File: config.mk
export PLATFORM = sky130hd
export DESIGN_NAME = alu_share_arb
export DESIGN_NICKNAME = d
export VERILOG_FILES = /design/src/rtl/alu_share_arb.sv
export SDC_FILE = /design/constraint.sdc
export NUM_CORES = 1
export LEC_CHECK = 0
export BUFFER_PORTS_ARGS = -buffer_cell sky130_fd_sc_hd__clkbuf_2
export CORE_MARGIN = 2
export CORE_UTILIZATION = 45
export CTS_BUF_LIST = sky130_fd_sc_hd__clkbuf_2 sky130_fd_sc_hd__clkbuf_4 sky130_fd_sc_hd__clkbuf_8
export DETAILED_ROUTE_END_ITERATION = 6
export PLACE_DENSITY = 0.81
export SYNTH_ARGS = -nofsm -noshare
export SYNTH_HDL_FRONTEND = slang
export SYNTH_SLANG_ARGS = --single-unit
export TNS_END_PERCENT = 30
File: constraint.sdc
create_clock -name clk -period 2 [get_ports clk]
set_clock_uncertainty 0.2 [all_clocks]
set_input_delay 0.4 -clock clk [delete_from_list [all_inputs] [get_ports clk]]
set_output_delay 0.4 -clock clk [all_outputs]
set_load 0.01 [all_outputs]
File: src/rtl/alu_share_arb.sv
// Round-robin arbiter sharing one 4-bit ALU between two requesters.
// Optional ALU_SHARE_DIVZ_CNT_EN adds a saturating divide-by-zero counter.
module alu_share_arb #(
  parameter int DW = 4,
  parameter int RW = 8
) (
  input  logic          clk,
  input  logic          rst,
  input  logic [1:0]    req_valid,
  output logic [1:0]    req_ready,
  input  logic [DW-1:0] req_a0,
  input  logic [DW-1:0] req_b0,
  input  logic [DW-1:0] req_a1,
  input  logic [DW-1:0] req_b1,
  input  logic [1:0]    req_op0,
  input  logic [1:0]    req_op1,
  output logic [1:0]    rsp_valid,
  input  logic [1:0]    rsp_ready,
  output logic [RW-1:0] rsp_result,
  output logic [DW-1:0] rsp_rem,
  output logic          rsp_carry,
  output logic          rsp_ovf,
  output logic [DW-1:0] alu_a,
  output logic [DW-1:0] alu_b,
  output logic [1:0]    alu_op,
  input  logic [RW-1:0] alu_result,
  input  logic [DW-1:0] alu_rem,
  input  logic          alu_carry,
  input  logic          alu_ovf,
`ifdef ALU_SHARE_DIVZ_CNT_EN
  output logic [7:0]    divz_cnt,
`endif
  output logic          busy
);

  localparam logic [1:0] IDLE = 2'd0;
  localparam logic [1:0] EXEC = 2'd1;
  localparam logic [1:0] RESP = 2'd2;

  logic [1:0] state;
  logic       rr;
  logic       owner;
  logic       grant;
  logic       hs;

  always_comb begin
    grant = 1'b0;
    unique case (1'b1)
      (req_valid == 2'b11): grant = rr;
      (req_valid == 2'b10): grant = 1'b1;
      default:              grant = 1'b0;
    endcase
  end

  // ready is masked during reset so outputs sit at their reset values
  assign req_ready = (!rst && state == IDLE && |req_valid)
                   ? (grant ? 2'b10 : 2'b01) : 2'b00;
  assign hs        = |(req_valid & req_ready);
  assign rsp_valid = (state == RESP)
                   ? (owner ? 2'b10 : 2'b01) : 2'b00;
  assign busy      = (state != IDLE);

  always_ff @(posedge clk) begin
    if (rst) begin
      state      <= IDLE;
      rr         <= 1'b0;
      owner      <= 1'b0;
      alu_a      <= '0;
      alu_b      <= '0;
      alu_op     <= 2'b00;
      rsp_result <= '0;
      rsp_rem    <= '0;
      rsp_carry  <= 1'b0;
      rsp_ovf    <= 1'b0;
    end else begin
      unique case (state)
        IDLE: begin
          if (hs) begin
            owner  <= grant;
            alu_a  <= grant ? req_a1 : req_a0;
            alu_b  <= grant ? req_b1 : req_b0;
            alu_op <= grant ? req_op1 : req_op0;
            state  <= EXEC;
          end
        end
        EXEC: begin
          rsp_result <= alu_result;
          rsp_rem    <= alu_rem;
          rsp_carry  <= alu_carry;
          rsp_ovf    <= alu_ovf;
          state      <= RESP;
        end
        RESP: begin
          if (rsp_ready[owner]) begin
            rr    <= ~owner;
            state <= IDLE;
          end
        end
        default: state <= IDLE;
      endcase
    end
  end

`ifdef ALU_SHARE_DIVZ_CNT_EN
  always_ff @(posedge clk) begin
    if (rst) begin
      divz_cnt <= 8'h00;
    end else if (state == EXEC && alu_op == 2'b11
                 && alu_b == '0 && divz_cnt != 8'hFF) begin
      divz_cnt <= divz_cnt + 8'h01;
    end
  end
`endif

endmodule

Yosys cells after proc, flatten, opt, wreduce, memory -nomap -nowiden
Index checks and enable logic that the tools add are counted.
{"block": "word_totals", "output_inout_bits": 29, "in_bits": 40, "ff_bits": 28}
{"block": "op_classes", "n_mux": 13, "magnitude_cmp": 1, "reduce_logical": 10, "eq_ne": 6, "n_bitwise": 2}
{"cell": "two-way mux 2 bit", "count": 7}
{"cell": "two-way mux 4 bit", "count": 2}
{"cell": "== test 2 bit, second input constant", "count": 3}
{"cell": "case mux 2 bit (3 select lines)", "count": 1}
{"cell": "AND reduction 2 bit", "count": 3}
{"cell": "OR reduction 2 bit", "count": 2}
{"cell": "AND 2 bit", "count": 1}
{"cell": "== test 2 x 1 -> 1 bit, second input constant", "count": 1}
{"cell": "logical AND 1 bit", "count": 2}
{"cell": "zero test 2 bit", "count": 1}
{"cell": "less-than comparator 1 x 2 -> 1 bit, second input constant", "count": 1}
{"cell": "two-way mux 1 bit", "count": 2}
{"cell": "!= test 2 x 1 -> 1 bit, second input constant", "count": 1}
{"cell": "!= test 2 bit, second input constant", "count": 1}
{"cell": "case mux 1 bit (2 select lines)", "count": 1}
{"cell": "nonzero test 2 bit", "count": 1}
{"cell": "zero test 1 bit", "count": 1}
{"cell": "NOT 1 bit", "count": 1}

Depth between registers and ports, before layout
Gate-level depths: netlist (run 1).
{"block": "logic_depth", "ltp_word": 8, "depth_mapped": 5, "ltp_nobuf": 4}

Worst setup path after synthesis (run 1)
OpenSTA, ideal clock, no wires.
{"block": "synth_path", "path_kind": "input to output", "from": "input port req_valid[1]", "to": "output port req_ready[1]", "setup_slack_ps": 331, "cell_stages": 3, "arrival_ps": 1069, "cell_sequence": "inv_1 > clkbuf_1 > nor4_1"}
{"block": "synth_between", "elab_chain_cells": 4}
{"item": "from (decl)", "line_no": "9", "source": "input logic [1:0] req_valid,"}
{"item": "== test 2 bit, on equally long branches", "line_no": "50, 49"}
{"item": "case mux 1 bit (2 select lines)", "line_no": "48", "source": "unique case (1'b1)"}
{"item": "two-way mux 2 bit", "line_no": "57", "source": "? (grant ? 2'b10 : 2'b01) : 2'b00;"}
{"item": "two-way mux 2 bit *", "line_no": "57"}
{"item": "to (decl)", "line_no": "10", "source": "output logic [1:0] req_ready,"}
Mark *: on every way between the ends. The rest lies on a longest branch, timed or not.

Worst setup path after layout (run 1)
{"block": "layout_path", "from": "register state[1]", "to": "output port req_ready[0]"}
{"block": "layout_between", "elab_chain_cells": 4}
{"item": "from (decl)", "line_no": "40", "source": "logic [1:0] state;"}
{"item": "from (signal assigned)", "line_no": "65", "source": "state <= IDLE;"}
{"item": "from (signal assigned)", "line_no": "83", "source": "state <= EXEC;"}
{"item": "from (signal assigned)", "line_no": "91", "source": "state <= RESP;"}
{"item": "zero test 2 bit", "line_no": "56", "source": "assign req_ready = (!rst && state == IDLE && |req_valid)"}
{"item": "logical AND 1 bit (2 in series)", "line_no": "56"}
{"item": "two-way mux 2 bit", "line_no": "57"}
Every way passes these cells.

==> results of run 1 <==
-- flip-flops by register name, indices dropped and copies added (netlist names) --
| signal | count |
|---|---|
| state | 2 |
| rsp_rem | 4 |
| rr | 1 |
| owner | 1 |
| rsp_carry | 1 |
| alu_b | 4 |
| alu_a | 4 |
| alu_op | 2 |
| rsp_result | 8 |
| rsp_ovf | 1 |
-- final cells by class --
class                   instances  share of cell area
inverters                       3             0.00682
clock buffers                   4              0.0220
multi-input cells             105               0.368
repair buffers                 75               0.238
flip-flops and latches         28               0.342
well taps                      30              0.0227
-- per-stage QoR --
step            util  power, mW  hold WS (ns)  setup TNS [ns]  setup slack [ns]
6_report       0.649       1.20        0.0772               0            0.0595
5_1_grt        0.649       1.28        0.0712         -0.0180           -0.0180
4_1_cts        0.643       1.21        0.0635               0            0.0125
3_5_place_dp   0.627      0.942         0.249               0             0.316
3_3_place_gp   0.627      0.931         0.241               0             0.340
2_1_floorplan      -      0.822         0.261               0             0.331
-- per-layer routing --
metal / track usage / wire (µm) / up-vias
met5: 0 / 0 / -
met1: 0.250 / 1330 / 600
li1: - / - / 664
met3: 0.0530 / 256 / 2
met4: 0.0578 / 15 / 0
met2: 0.316 / 1500 / 58
-- cells in the mapped netlist --
master / n
sky130_fd_sc_hd__or3_1: 1
sky130_fd_sc_hd__buf_2: 7
sky130_fd_sc_hd__o21bai_1: 1
sky130_fd_sc_hd__or2_2: 1
sky130_fd_sc_hd__inv_2: 1
sky130_fd_sc_hd__and3b_1: 2
sky130_fd_sc_hd__clkinv_1: 1
sky130_fd_sc_hd__nand2b_1: 1
sky130_fd_sc_hd__nor2b_2: 1
sky130_fd_sc_hd__nand3b_1: 12
sky130_fd_sc_hd__a21oi_1: 18
sky130_fd_sc_hd__clkbuf_1: 2
sky130_fd_sc_hd__buf_1: 2
sky130_fd_sc_hd__o21ai_0: 10
sky130_fd_sc_hd__a31oi_1: 9
sky130_fd_sc_hd__inv_1: 1
sky130_fd_sc_hd__dfxtp_1: 28
sky130_fd_sc_hd__a311oi_1: 10
sky130_fd_sc_hd__and2b_1: 1
sky130_fd_sc_hd__o21ai_1: 1
sky130_fd_sc_hd__nor3_2: 1
sky130_fd_sc_hd__nand2_1: 29
sky130_fd_sc_hd__nor2_1: 3
sky130_fd_sc_hd__mux2i_1: 1
sky130_fd_sc_hd__nor4_1: 1
sky130_fd_sc_hd__nor3b_1: 1
sky130_fd_sc_hd__buf_4: 1
sky130_fd_sc_hd__o21a_1: 1
-- cells in the final DEF, fill, tap and decap left out, types with 2 or more instances in the layout --
| cell type | instances |
|---|---|
| sky130_fd_sc_hd__a21oi_1 | 18 |
| sky130_fd_sc_hd__a311oi_1 | 10 |
| sky130_fd_sc_hd__a31oi_1 | 9 |
| sky130_fd_sc_hd__and3b_1 | 2 |
| sky130_fd_sc_hd__buf_4 | 7 |
| sky130_fd_sc_hd__clkbuf_2 | 67 |
| sky130_fd_sc_hd__clkbuf_4 | 3 |
| sky130_fd_sc_hd__dfxtp_1 | 26 |
| sky130_fd_sc_hd__nand2_1 | 29 |
| sky130_fd_sc_hd__nand3b_1 | 12 |
| sky130_fd_sc_hd__nor2_1 | 2 |
| sky130_fd_sc_hd__o21ai_0 | 10 |
-- what timing repair did --
item | CTS | global route
setup buffers | 0 | 1
setup endpoints to repair | 2 | 2
endpoints found under the hold margin | 0 | 0
gates resized for setup | 2 | 4
-- kinds of logic after synthesis --
kind of cell / after synthesis
buf+inv: 15
flops: 28
mux: 1
compound gates: 50
simple gates: 54
-- critical path, stage by stage, from the launching register on --
cell and delay [ns]:
sky130_fd_sc_hd__dfxtp_4 0.39, sky130_fd_sc_hd__nor2_4 0.12, sky130_fd_sc_hd__inv_2 0.07, sky130_fd_sc_hd__nor3_2 0.18, sky130_fd_sc_hd__o21a_1 0.14, sky130_fd_sc_hd__buf_2 0.12
-- power by group --
part	total, mW	switching [mW]	internal (mW)
logic	0.298	0.161	0.137
clock network	0.267	0.156	0.111
registers	0.639	0.0334	0.606
-- worst paths after layout --
check | from | endpoint | slack, ns
worst max-delay path | state[1] | req_ready[0] | 0.06
worst min-delay path | alu_result[7] | rsp_result[7] | 0.08
worst max register to register | rr | alu_op[0] | 0.56
worst min register to register | rsp_rem[0] | rsp_rem[0] | 0.27
==> impl_metrics.xml, run 1 <==
<?xml version="1.0" encoding="UTF-8"?>
<metrics>
  <group name="yosys">
    <metric name="ys_types" unit="">28</metric>
    <metric name="synth_compound_area_frac" unit="">0.247</metric>
    <metric name="synth-simple-area-share" unit="">0.233</metric>
    <metric name="gate_count_after_technology_mapping" unit="">148</metric>
    <metric name="netlist.top_cell.by_area" unit="">sky130_fd_sc_hd__dfxtp_1</metric>
    <metric name="yosys.area.top_type_share" unit="">0.456</metric>
    <metric name="ys.warnings.count" unit="">0</metric>
    <metric name="synth.cell_area" unit="mm²">0.00123</metric>
    <metric name="seq_area_frac_synth" unit="">0.456</metric>
    <metric name="syn-mean-instance-area" unit="µm²">8.31</metric>
    <metric name="synth_adder_area_share" unit="">0</metric>
    <metric name="synth_top_cells_by_area" unit="">sky130_fd_sc_hd__dfxtp_1, sky130_fd_sc_hd__nand2_1, sky130_fd_sc_hd__a21oi_1</metric>
    <metric name="yosys_register_bits" unit="">28</metric>
    <metric name="largest_family_of_logic_cells_by_synthesized_area" unit="">compound AO/OA/AOI/OAI gates</metric>
    <metric name="postSynthNetCount" unit="">188</metric>
    <metric name="synth_xor_xnor_area_share" unit="">0</metric>
    <metric name="proportion_of_synthesized_area_in_mux_cells" unit="">0.00814</metric>
  </group>
  <group name="floorplanning">
    <metric name="core" unit="mm²">0.00254</metric>
    <metric name="die-width" unit="µm">56.3</metric>
    <metric name="fp.dieArea" unit="mm²">0.00317</metric>
    <metric name="initial_utilization" unit="">0.483</metric>
    <metric name="fp.dieH" unit="µm">56.3</metric>
    <metric name="ios" unit="">69</metric>
    <metric name="row_count" unit="">18</metric>
  </group>
  <group name="sta">
    <metric name="grt_setup_unrepaired" unit="">yes</metric>
    <metric name="final_max_slew_viols" unit="">0</metric>
    <metric name="hold_viol" unit="">0</metric>
    <metric name="fin_crit_sh" unit="">0.970</metric>
    <metric name="worst_slew_margin_rel" unit="">0.656</metric>
    <metric name="setup_viol" unit="">0</metric>
    <metric name="max_slew.worst_pin.slew" unit="ns">0.516</metric>
    <metric name="timing.final.crit_period" unit="ns">1.94</metric>
    <metric name="achievable-frequency" unit="GHz">0.515</metric>
  </group>
  <group name="drt">
    <metric name="dr_total_vias" unit="">1324</metric>
    <metric name="drtPass1Iterations" unit="">4</metric>
    <metric name="drt_iter0_drc" unit="">46</metric>
    <metric name="postRouteAntennaNets" unit="">0</metric>
    <metric name="detail_route.wl_per_cell" unit="µm">12.7</metric>
    <metric name="drc" unit="">0</metric>
    <metric name="drt-total-wl" unit="µm">3100</metric>
    <metric name="vias_per_cell" unit="">5.40</metric>
  </group>
  <group name="clocking">
    <metric name="cts-hold-fix-buffers" unit="">0</metric>
    <metric name="cts_htree_levels" unit="">1</metric>
    <metric name="cts_tree" unit="">done</metric>
    <metric name="clockRootBuffer" unit="">sky130_fd_sc_hd__clkbuf_4</metric>
    <metric name="cts.sinks" unit="">28</metric>
    <metric name="cts_buffers" unit="">3</metric>
    <metric name="clock_latency" unit="ns">0.32</metric>
    <metric name="cts_max_path_buffers" unit="">2</metric>
    <metric name="cts.clk_slew.worst_paths" unit="ns">0.14</metric>
  </group>
  <group name="worst_hold_path">
    <metric name="worst_hold_path_type" unit="">primary input to register</metric>
    <metric name="holdPathStages" unit="">3</metric>
  </group>
  <group name="power">
    <metric name="cellPowerDensity" unit="mW/mm²">729</metric>
    <metric name="power_leakage" unit="nW">0.740</metric>
    <metric name="worst_ir_drop_vdd" unit="µV">421</metric>
  </group>
  <group name="final_layout">
    <metric name="num_antenna_cells" unit="">0</metric>
    <metric name="multi_input_area" unit="µm²">608</metric>
    <metric name="nets" unit="">256</metric>
    <metric name="layout.cell_area.non_filler" unit="mm²">0.00165</metric>
    <metric name="register_area" unit="µm²">566</metric>
    <metric name="final-instance-count-excl-fill" unit="">245</metric>
    <metric name="filler_cell_count" unit="">216</metric>
    <metric name="layout-drive-gt1-share" unit="">0.400</metric>
    <metric name="area_growth" unit="%">34.3</metric>
  </group>
  <group name="critical_path">
    <metric name="startpoint_type" unit="">register</metric>
    <metric name="crit_path_category" unit="">register to output port</metric>
    <metric name="cp.required" unit="ns">1.40</metric>
    <metric name="crit_path_end_kind" unit="">output port</metric>
    <metric name="cp.arrival" unit="ns">1.34</metric>
    <metric name="reg2reg_depth" unit="">4</metric>
    <metric name="worst-path-max-fanout" unit="">6</metric>
  </group>
  <group name="global_routing">
    <metric name="global_route.usage.total" unit="">0.194</metric>
    <metric name="grt_max_degree" unit="">29</metric>
    <metric name="overflow" unit="">0</metric>
    <metric name="antenna_found_initial" unit="">0</metric>
    <metric name="first_global_vias" unit="">1156</metric>
    <metric name="grt_pass1_wl" unit="µm">5030</metric>
  </group>
  <group name="status">
    <metric name="status" unit="">complete, no violations</metric>
  </group>
  <group name="placement">
    <metric name="post-place-cells" unit="">240</metric>
    <metric name="detailedPlacementHpwl" unit="µm">2350</metric>
    <metric name="placedInstanceArea" unit="mm²">0.00160</metric>
    <metric name="weighted_congestion_reported_at_the_end_of_routability_driven_placement" unit="">0.773</metric>
    <metric name="io_buffer_count" unit="">68</metric>
  </group>
  <group name="flow_run">
    <metric name="drv.max_cap_violation_count" unit="">0</metric>
  </group>
</metrics>
Note: power is estimated with default switching activity, not from simulation.
==> run 2: changes to the inputs <==
Settings changed: CORE_UTILIZATION 45 to 48, PLACE_DENSITY 0.81 to 0.86.
Clock period 2 ns to 2.34 ns, I/O delays scaled along.
==> run 2 against run 1 <==
Net effect: non-clock buffer count is 2 lower; critical path depth is the same; register-to-register slack gained 0.25 ns; global-route usage increased by 1.4 points; clock power is 13% lower; highest routed layer unchanged.
==> impl_metrics.xml, run 2 (synthesis results as in run 1) <==
<?xml version="1.0" encoding="UTF-8"?>
<metrics>
  <group name="status">
    <metric name="status" unit="">complete, no violations</metric>
  </group>
  <group name="clocking">
    <metric name="clock_latency" unit="ns">0.32</metric>
    <metric name="cts_buffers" unit="">3</metric>
    <metric name="cts_max_path_buffers" unit="">2</metric>
    <metric name="cts.clk_slew.worst_paths" unit="ns">0.15</metric>
    <metric name="cts.sinks" unit="">28</metric>
    <metric name="cts-hold-fix-buffers" unit="">0</metric>
    <metric name="postCtsResizedCells" unit="">0</metric>
    <metric name="cts.repair_timing.setup_buffer_count" unit="">0</metric>
    <metric name="cts_htree_levels" unit="">1</metric>
    <metric name="clockRootBuffer" unit="">sky130_fd_sc_hd__clkbuf_4</metric>
    <metric name="cts_tree" unit="">done</metric>
  </group>
  <group name="sta">
    <metric name="achievable-frequency" unit="GHz">0.474</metric>
    <metric name="max_slew.worst_pin.slew" unit="ns">0.552</metric>
    <metric name="hold_viol" unit="">0</metric>
    <metric name="setup_viol" unit="">0</metric>
    <metric name="setup_total_negative_slack" unit="ns">0</metric>
    <metric name="grt_setup_unrepaired" unit="">no</metric>
    <metric name="timing.final.crit_period" unit="ns">2.11</metric>
    <metric name="fin_crit_sh" unit="">0.901</metric>
    <metric name="worst_slew_margin_rel" unit="">0.632</metric>
    <metric name="final_max_slew_viols" unit="">0</metric>
  </group>
  <group name="critical_path">
    <metric name="crit_path_category" unit="">register to output port</metric>
    <metric name="worst-path-max-fanout" unit="">8</metric>
    <metric name="critPathMaxStageDelay" unit="ns">0.39</metric>
    <metric name="r2r_slack" unit="ns">0.81</metric>
    <metric name="critical_path.reg2reg.endpoint" unit="">alu_a[2]</metric>
    <metric name="crit_path_end_kind" unit="">output port</metric>
    <metric name="timing.critical_path.from" unit="">state[1]</metric>
    <metric name="cp_cell_sequence" unit="">nor2_1 &gt; inv_2 &gt; nor3_2 &gt; o21a_1 &gt; clkbuf_2</metric>
    <metric name="cpMaxStageDelayCell" unit="">sky130_fd_sc_hd__dfxtp_1</metric>
    <metric name="cp.required" unit="ns">1.67</metric>
    <metric name="cp.arrival" unit="ns">1.44</metric>
    <metric name="reg2reg_depth" unit="">4</metric>
    <metric name="rr_startpoint" unit="">state[1]</metric>
    <metric name="startpoint_type" unit="">register</metric>
  </group>
  <group name="final_layout">
    <metric name="nets" unit="">254</metric>
    <metric name="area_growth" unit="%">32.0</metric>
    <metric name="filler_cell_count" unit="">223</metric>
    <metric name="top_register" unit="">rsp_result</metric>
    <metric name="layout_common_cells" unit="">sky130_fd_sc_hd__clkbuf_2, sky130_fd_sc_hd__nand2_1, sky130_fd_sc_hd__dfxtp_1</metric>
    <metric name="num_antenna_cells" unit="">0</metric>
    <metric name="utilization" unit="">0.662</metric>
    <metric name="largest_register_ffs" unit="">8</metric>
    <metric name="layout-drive-gt1-share" unit="">0.380</metric>
    <metric name="final-instance-count-excl-fill" unit="">243</metric>
    <metric name="most_frequent_standard_cell_in_the_layout_excluding_fill_and_tap_cells" unit="">sky130_fd_sc_hd__clkbuf_2</metric>
  </group>
  <group name="drt">
    <metric name="vias_per_cell" unit="">5.49</metric>
    <metric name="detail_route.wl_per_cell" unit="µm">13.0</metric>
    <metric name="drc" unit="">0</metric>
    <metric name="drt-total-wl" unit="µm">3170</metric>
    <metric name="postRouteAntennaNets" unit="">0</metric>
    <metric name="drtPass1Iterations" unit="">6</metric>
    <metric name="drt_iter0_drc" unit="">46</metric>
    <metric name="dr_total_vias" unit="">1334</metric>
  </group>
  <group name="flow_run">
    <metric name="drv.max_cap_violation_count" unit="">0</metric>
  </group>
  <group name="floorplanning">
    <metric name="fp.dieArea" unit="mm²">0.00298</metric>
    <metric name="row_count" unit="">18</metric>
    <metric name="die-width" unit="µm">54.6</metric>
    <metric name="initial_utilization" unit="">0.501</metric>
    <metric name="ios" unit="">69</metric>
    <metric name="core" unit="mm²">0.00245</metric>
    <metric name="fp.dieH" unit="µm">54.6</metric>
  </group>
  <group name="worst_hold_path">
    <metric name="holdPathStages" unit="">3</metric>
    <metric name="holdCritStartpoint" unit="">alu_result[0]</metric>
    <metric name="whs_endpoint" unit="">rsp_result[0]</metric>
    <metric name="worst_hold_path_type" unit="">primary input to register</metric>
  </group>
  <group name="power">
    <metric name="worst_ir_drop_vdd" unit="µV">370</metric>
    <metric name="power_leakage" unit="nW">0.726</metric>
    <metric name="report.power.total" unit="mW">1.03</metric>
    <metric name="cellPowerDensity" unit="mW/mm²">633</metric>
  </group>
  <group name="global_routing">
    <metric name="overflow" unit="">0</metric>
    <metric name="grt_max_degree" unit="">25</metric>
    <metric name="first_global_vias" unit="">1093</metric>
    <metric name="global_route.usage.total" unit="">0.208</metric>
    <metric name="antenna_found_initial" unit="">0</metric>
    <metric name="grt_pass1_wl" unit="µm">4540</metric>
  </group>
  <group name="placement">
    <metric name="post-place-cells" unit="">239</metric>
    <metric name="weighted_congestion_reported_at_the_end_of_routability_driven_placement" unit="">0.818</metric>
    <metric name="io_buffer_count" unit="">68</metric>
    <metric name="detailedPlacementHpwl" unit="µm">2340</metric>
  </group>
</metrics>
[run 2: cell count changes in the layout (fill, tap and decap cells not counted), sizes merged]
cell,delta
clkbuf,+1
buf,-3
[run 2: critical path: cells and delay by family, from the launching register on]
| kind | cells | cell delay, ns |
|---|---|---|
| AO/OA/AOI/OAI | 1 | 0.15 |
| buffers and inverters | 2 | 0.21 |
| flip-flops | 1 | 0.39 |
| AND/OR/NAND/NOR | 2 | 0.37 |
[run 2: how the worst max path moves through the flow]
stage	to	slack, ns
CTS	req_ready[0]	0.22
detailed placement	req_ready[1]	0.40
global placement	req_ready[1]	0.40
finish	req_ready[0]	0.23
floorplan	req_ready[1]	0.54
global route	req_ready[0]	0.14
[run 2: power breakdown]
group	leakage, nW	switching (mW)	internal, mW
combinational	0.475	0.139	0.113
clock	0.0210	0.136	0.0952
sequential	0.230	0.0272	0.518
total	0.726	0.303	0.725
[run 2: metal layers]
metal | routed length [µm] | track usage | vias up
li1 | - | - | 663
met1 | 1370 | 0.254 | 585
met2 | 1490 | 0.355 | 74
met3 | 235 | 0.0383 | 12
met4 | 78 | 0.0875 | 0
met5 | 0 | 0 | -
[run 2: layout make-up]
cell class | count | area, µm² | area share
multi-input combinational | 105 | 601 | 0.370
sequential | 28 | 561 | 0.345
timing repair buffer | 73 | 378 | 0.233
tap | 30 | 37.5 | 0.0231
clock buffer | 4 | 36.3 | 0.0223
inverter | 3 | 11.3 | 0.00693
[run 2: metrics by stage]
stage          hold WS, ns  instance area [µm²]  setup WS (ns)
2_1_floorplan        0.261                 1230          0.535
3_3_place_gp         0.242                 1590          0.400
3_5_place_dp         0.246                 1590          0.398
4_1_cts              0.140                 1620          0.217
5_1_grt              0.127                 1620          0.137
6_report             0.146                 1620          0.231
==> run 3: changes to the inputs <==
==> constraint.sdc (replaced) <==
create_clock -name clk -period 2.34 [get_ports clk]
set_clock_uncertainty 0.2 [all_clocks]
set_input_delay 0.117 -clock clk [delete_from_list [all_inputs] [get_ports clk]]
set_output_delay 0.117 -clock clk [all_outputs]
set_load 0.01 [all_outputs]
==> run 3 against run 2 <==
Net effect: non-clock buffer count rose by 34; total power rose by 3.1%; critical path type is now register to register; cell area increased by 21%; critical endpoint is now alu_b[2].
==> impl_metrics.xml, run 3 (synthesis results as in run 1) <==
<?xml version="1.0" encoding="UTF-8"?>
<metrics>
  <group name="power">
    <metric name="cellInternalPower" unit="µW">738</metric>
    <metric name="cellPowerDensity" unit="mW/mm²">540</metric>
    <metric name="power.combinational.fraction" unit="">0.298</metric>
    <metric name="p_sw_frac" unit="">0.304</metric>
    <metric name="power_leakage" unit="nW">0.882</metric>
    <metric name="power.share.sequential" unit="">0.517</metric>
    <metric name="report.power.total" unit="mW">1.06</metric>
    <metric name="part_of_the_power_in_the_clock_network" unit="">0.185</metric>
    <metric name="power_switching" unit="µW">323</metric>
    <metric name="worst_ir_drop_vdd" unit="µV">518</metric>
  </group>
  <group name="global_routing">
    <metric name="first_global_vias" unit="">1363</metric>
    <metric name="grt_pass1_wl" unit="µm">6020</metric>
    <metric name="antenna_found_initial" unit="">0</metric>
    <metric name="grt_max_degree" unit="">31</metric>
    <metric name="overflow" unit="">0</metric>
    <metric name="global_route.usage.total" unit="">0.278</metric>
  </group>
  <group name="drt">
    <metric name="drtPass1Iterations" unit="">4</metric>
    <metric name="dr_total_vias" unit="">1522</metric>
    <metric name="detail_route.wl_per_cell" unit="µm">14.5</metric>
    <metric name="vias_per_cell" unit="">5.51</metric>
    <metric name="postRouteAntennaNets" unit="">0</metric>
    <metric name="drc" unit="">0</metric>
    <metric name="drt_iter0_drc" unit="">50</metric>
    <metric name="drt-total-wl" unit="µm">4010</metric>
  </group>
  <group name="final_layout">
    <metric name="utilization" unit="">0.800</metric>
    <metric name="num_antenna_cells" unit="">0</metric>
    <metric name="filler_cell_count" unit="">162</metric>
    <metric name="layout_common_cells" unit="">sky130_fd_sc_hd__clkbuf_2, sky130_fd_sc_hd__dlygate4sd3_1, sky130_fd_sc_hd__nand2_1</metric>
    <metric name="layout-drive-gt1-share" unit="">0.313</metric>
    <metric name="nets" unit="">288</metric>
    <metric name="top_register" unit="">rsp_result</metric>
    <metric name="largest_register_ffs" unit="">8</metric>
    <metric name="area_growth" unit="%">59.6</metric>
    <metric name="most_frequent_standard_cell_in_the_layout_excluding_fill_and_tap_cells" unit="">sky130_fd_sc_hd__clkbuf_2</metric>
  </group>
  <group name="worst_hold_path">
    <metric name="worst_hold_path_type" unit="">primary input to register</metric>
    <metric name="holdPathStages" unit="">4</metric>
    <metric name="whs_endpoint" unit="">owner</metric>
    <metric name="holdCritStartpoint" unit="">req_valid[0]</metric>
  </group>
  <group name="clocking">
    <metric name="cts_htree_levels" unit="">1</metric>
    <metric name="cts.clk_slew.worst_paths" unit="ns">0.15</metric>
    <metric name="cts_max_path_buffers" unit="">2</metric>
    <metric name="cts.repair_timing.setup_buffer_count" unit="">0</metric>
    <metric name="cts_buffers" unit="">3</metric>
    <metric name="cts_tree" unit="">done</metric>
    <metric name="clock_latency" unit="ns">0.33</metric>
    <metric name="cts.sinks" unit="">28</metric>
    <metric name="clockRootBuffer" unit="">sky130_fd_sc_hd__clkbuf_4</metric>
  </group>
  <group name="sta">
    <metric name="setup_viol" unit="">0</metric>
    <metric name="setup_total_negative_slack" unit="ns">0</metric>
    <metric name="hold_viol" unit="">0</metric>
    <metric name="worst_slew_margin_rel" unit="">0.591</metric>
    <metric name="max_slew.worst_pin.slew" unit="ns">0.614</metric>
    <metric name="fin_crit_sh" unit="">0.940</metric>
    <metric name="timing.final.crit_period" unit="ns">2.20</metric>
    <metric name="grt_setup_unrepaired" unit="">no</metric>
    <metric name="final_max_slew_viols" unit="">0</metric>
    <metric name="achievable-frequency" unit="GHz">0.454</metric>
  </group>
  <group name="critical_path">
    <metric name="critical_path.reg2reg.endpoint" unit="">alu_b[2]</metric>
    <metric name="startpoint_type" unit="">register</metric>
    <metric name="crit_path_category" unit="">register to register</metric>
    <metric name="reg2reg_depth" unit="">7</metric>
    <metric name="cp.arrival" unit="ns">2.28</metric>
    <metric name="worst-path-max-fanout" unit="">11</metric>
    <metric name="r2r_slack" unit="ns">0.14</metric>
    <metric name="cp.required" unit="ns">2.42</metric>
    <metric name="crit_path_end_kind" unit="">register</metric>
    <metric name="rr_startpoint" unit="">state[0]</metric>
  </group>
  <group name="placement">
    <metric name="detailedPlacementHpwl" unit="µm">2260</metric>
    <metric name="io_buffer_count" unit="">68</metric>
    <metric name="weighted_congestion_reported_at_the_end_of_routability_driven_placement" unit="">0.792</metric>
  </group>
  <group name="flow_run">
    <metric name="drv.max_cap_violation_count" unit="">0</metric>
  </group>
  <group name="floorplanning">
    <metric name="die-width" unit="µm">54.6</metric>
    <metric name="initial_utilization" unit="">0.501</metric>
    <metric name="row_count" unit="">18</metric>
    <metric name="core" unit="mm²">0.00245</metric>
    <metric name="ios" unit="">69</metric>
    <metric name="fp.dieH" unit="µm">54.6</metric>
    <metric name="fp.dieArea" unit="mm²">0.00298</metric>
  </group>
  <group name="status">
    <metric name="status" unit="">complete, no violations</metric>
  </group>
</metrics>
==> run 3: cell count changes in the layout (fill, tap and decap cells not counted), sizes merged <==
cell	before	now
buf	5	2
clkbuf	72	71
dlygate4sd3	0	37
==> run 3: routing by layer <==
| layer | vias up | GRT usage | share of wire |
|---|---|---|---|
| met5 | - | 0 | 0 |
| met4 | 0 | 0.133 | 0.028 |
| met3 | 16 | 0.0437 | 0.069 |
| met2 | 92 | 0.452 | 0.50 |
| met1 | 686 | 0.354 | 0.41 |
| li1 | 728 | - | - |
==> run 3: final cells by class <==
type / instances / area, µm² / area share
timing repair buffer: 107 / 726 / 0.370
sequential: 28 / 561 / 0.286
multi-input combinational: 105 / 606 / 0.308
tap: 30 / 37.5 / 0.0191
clock buffer: 3 / 22.5 / 0.0115
inverter: 3 / 11.3 / 0.00574
==> run 3: critical path, cell delays in order (launching register included) <==
cell and delay [ns]:
sky130_fd_sc_hd__dfxtp_1 0.46, sky130_fd_sc_hd__nor2_1 0.06, sky130_fd_sc_hd__buf_4 0.18, sky130_fd_sc_hd__inv_2 0.12, sky130_fd_sc_hd__nor3_2 0.06, sky130_fd_sc_hd__buf_4 0.20, sky130_fd_sc_hd__a311oi_1 0.26, sky130_fd_sc_hd__dlygate4sd3_1 0.61
==> run 3: worst max path at each step <==
stage	startpoint	to	slack [ns]
after floorplan	state[1]	req_ready[0]	0.96
after global placement	rst	alu_a[3]	0.71
after detailed placement	rst	alu_b[2]	0.68
after CTS	rr	alu_op[0]	0.20
after global routing	state[0]	alu_b[2]	0.06
final	state[0]	alu_b[2]	0.14
==> run 3: timing repair <==
action / CTS / global route
hold buffers: 37 / 0
gates resized for setup: 0 / 1
endpoints found under the setup margin: 0 / 2
hold endpoints to repair: 26 / 0
==> run 3: metrics by stage <==
stage / area [µm²] / cells / hold WS [ns] / worst slack [ns]
after floorplan: 1230 / 148 / 0.0530 / 0.955
after global placement: 1570 / 236 / 0.143 / 0.710
after detailed placement: 1570 / 236 / 0.148 / 0.680
after CTS: 1960 / 276 / 0.0122 / 0.203
after global routing: 1960 / 276 / 0.118 / 0.0618
final: 1960 / 276 / 0.0608 / 0.139
==> run 3: power by group through the flow <==
stage                     registers, mW  clock network [mW]  logic, mW
after floorplan                   0.567                   0      0.136
after global placement            0.554                   0      0.240
after CTS                         0.545               0.190      0.302
final                             0.548               0.196      0.316
after global routing              0.553               0.225      0.345
after detailed placement          0.556                   0      0.242
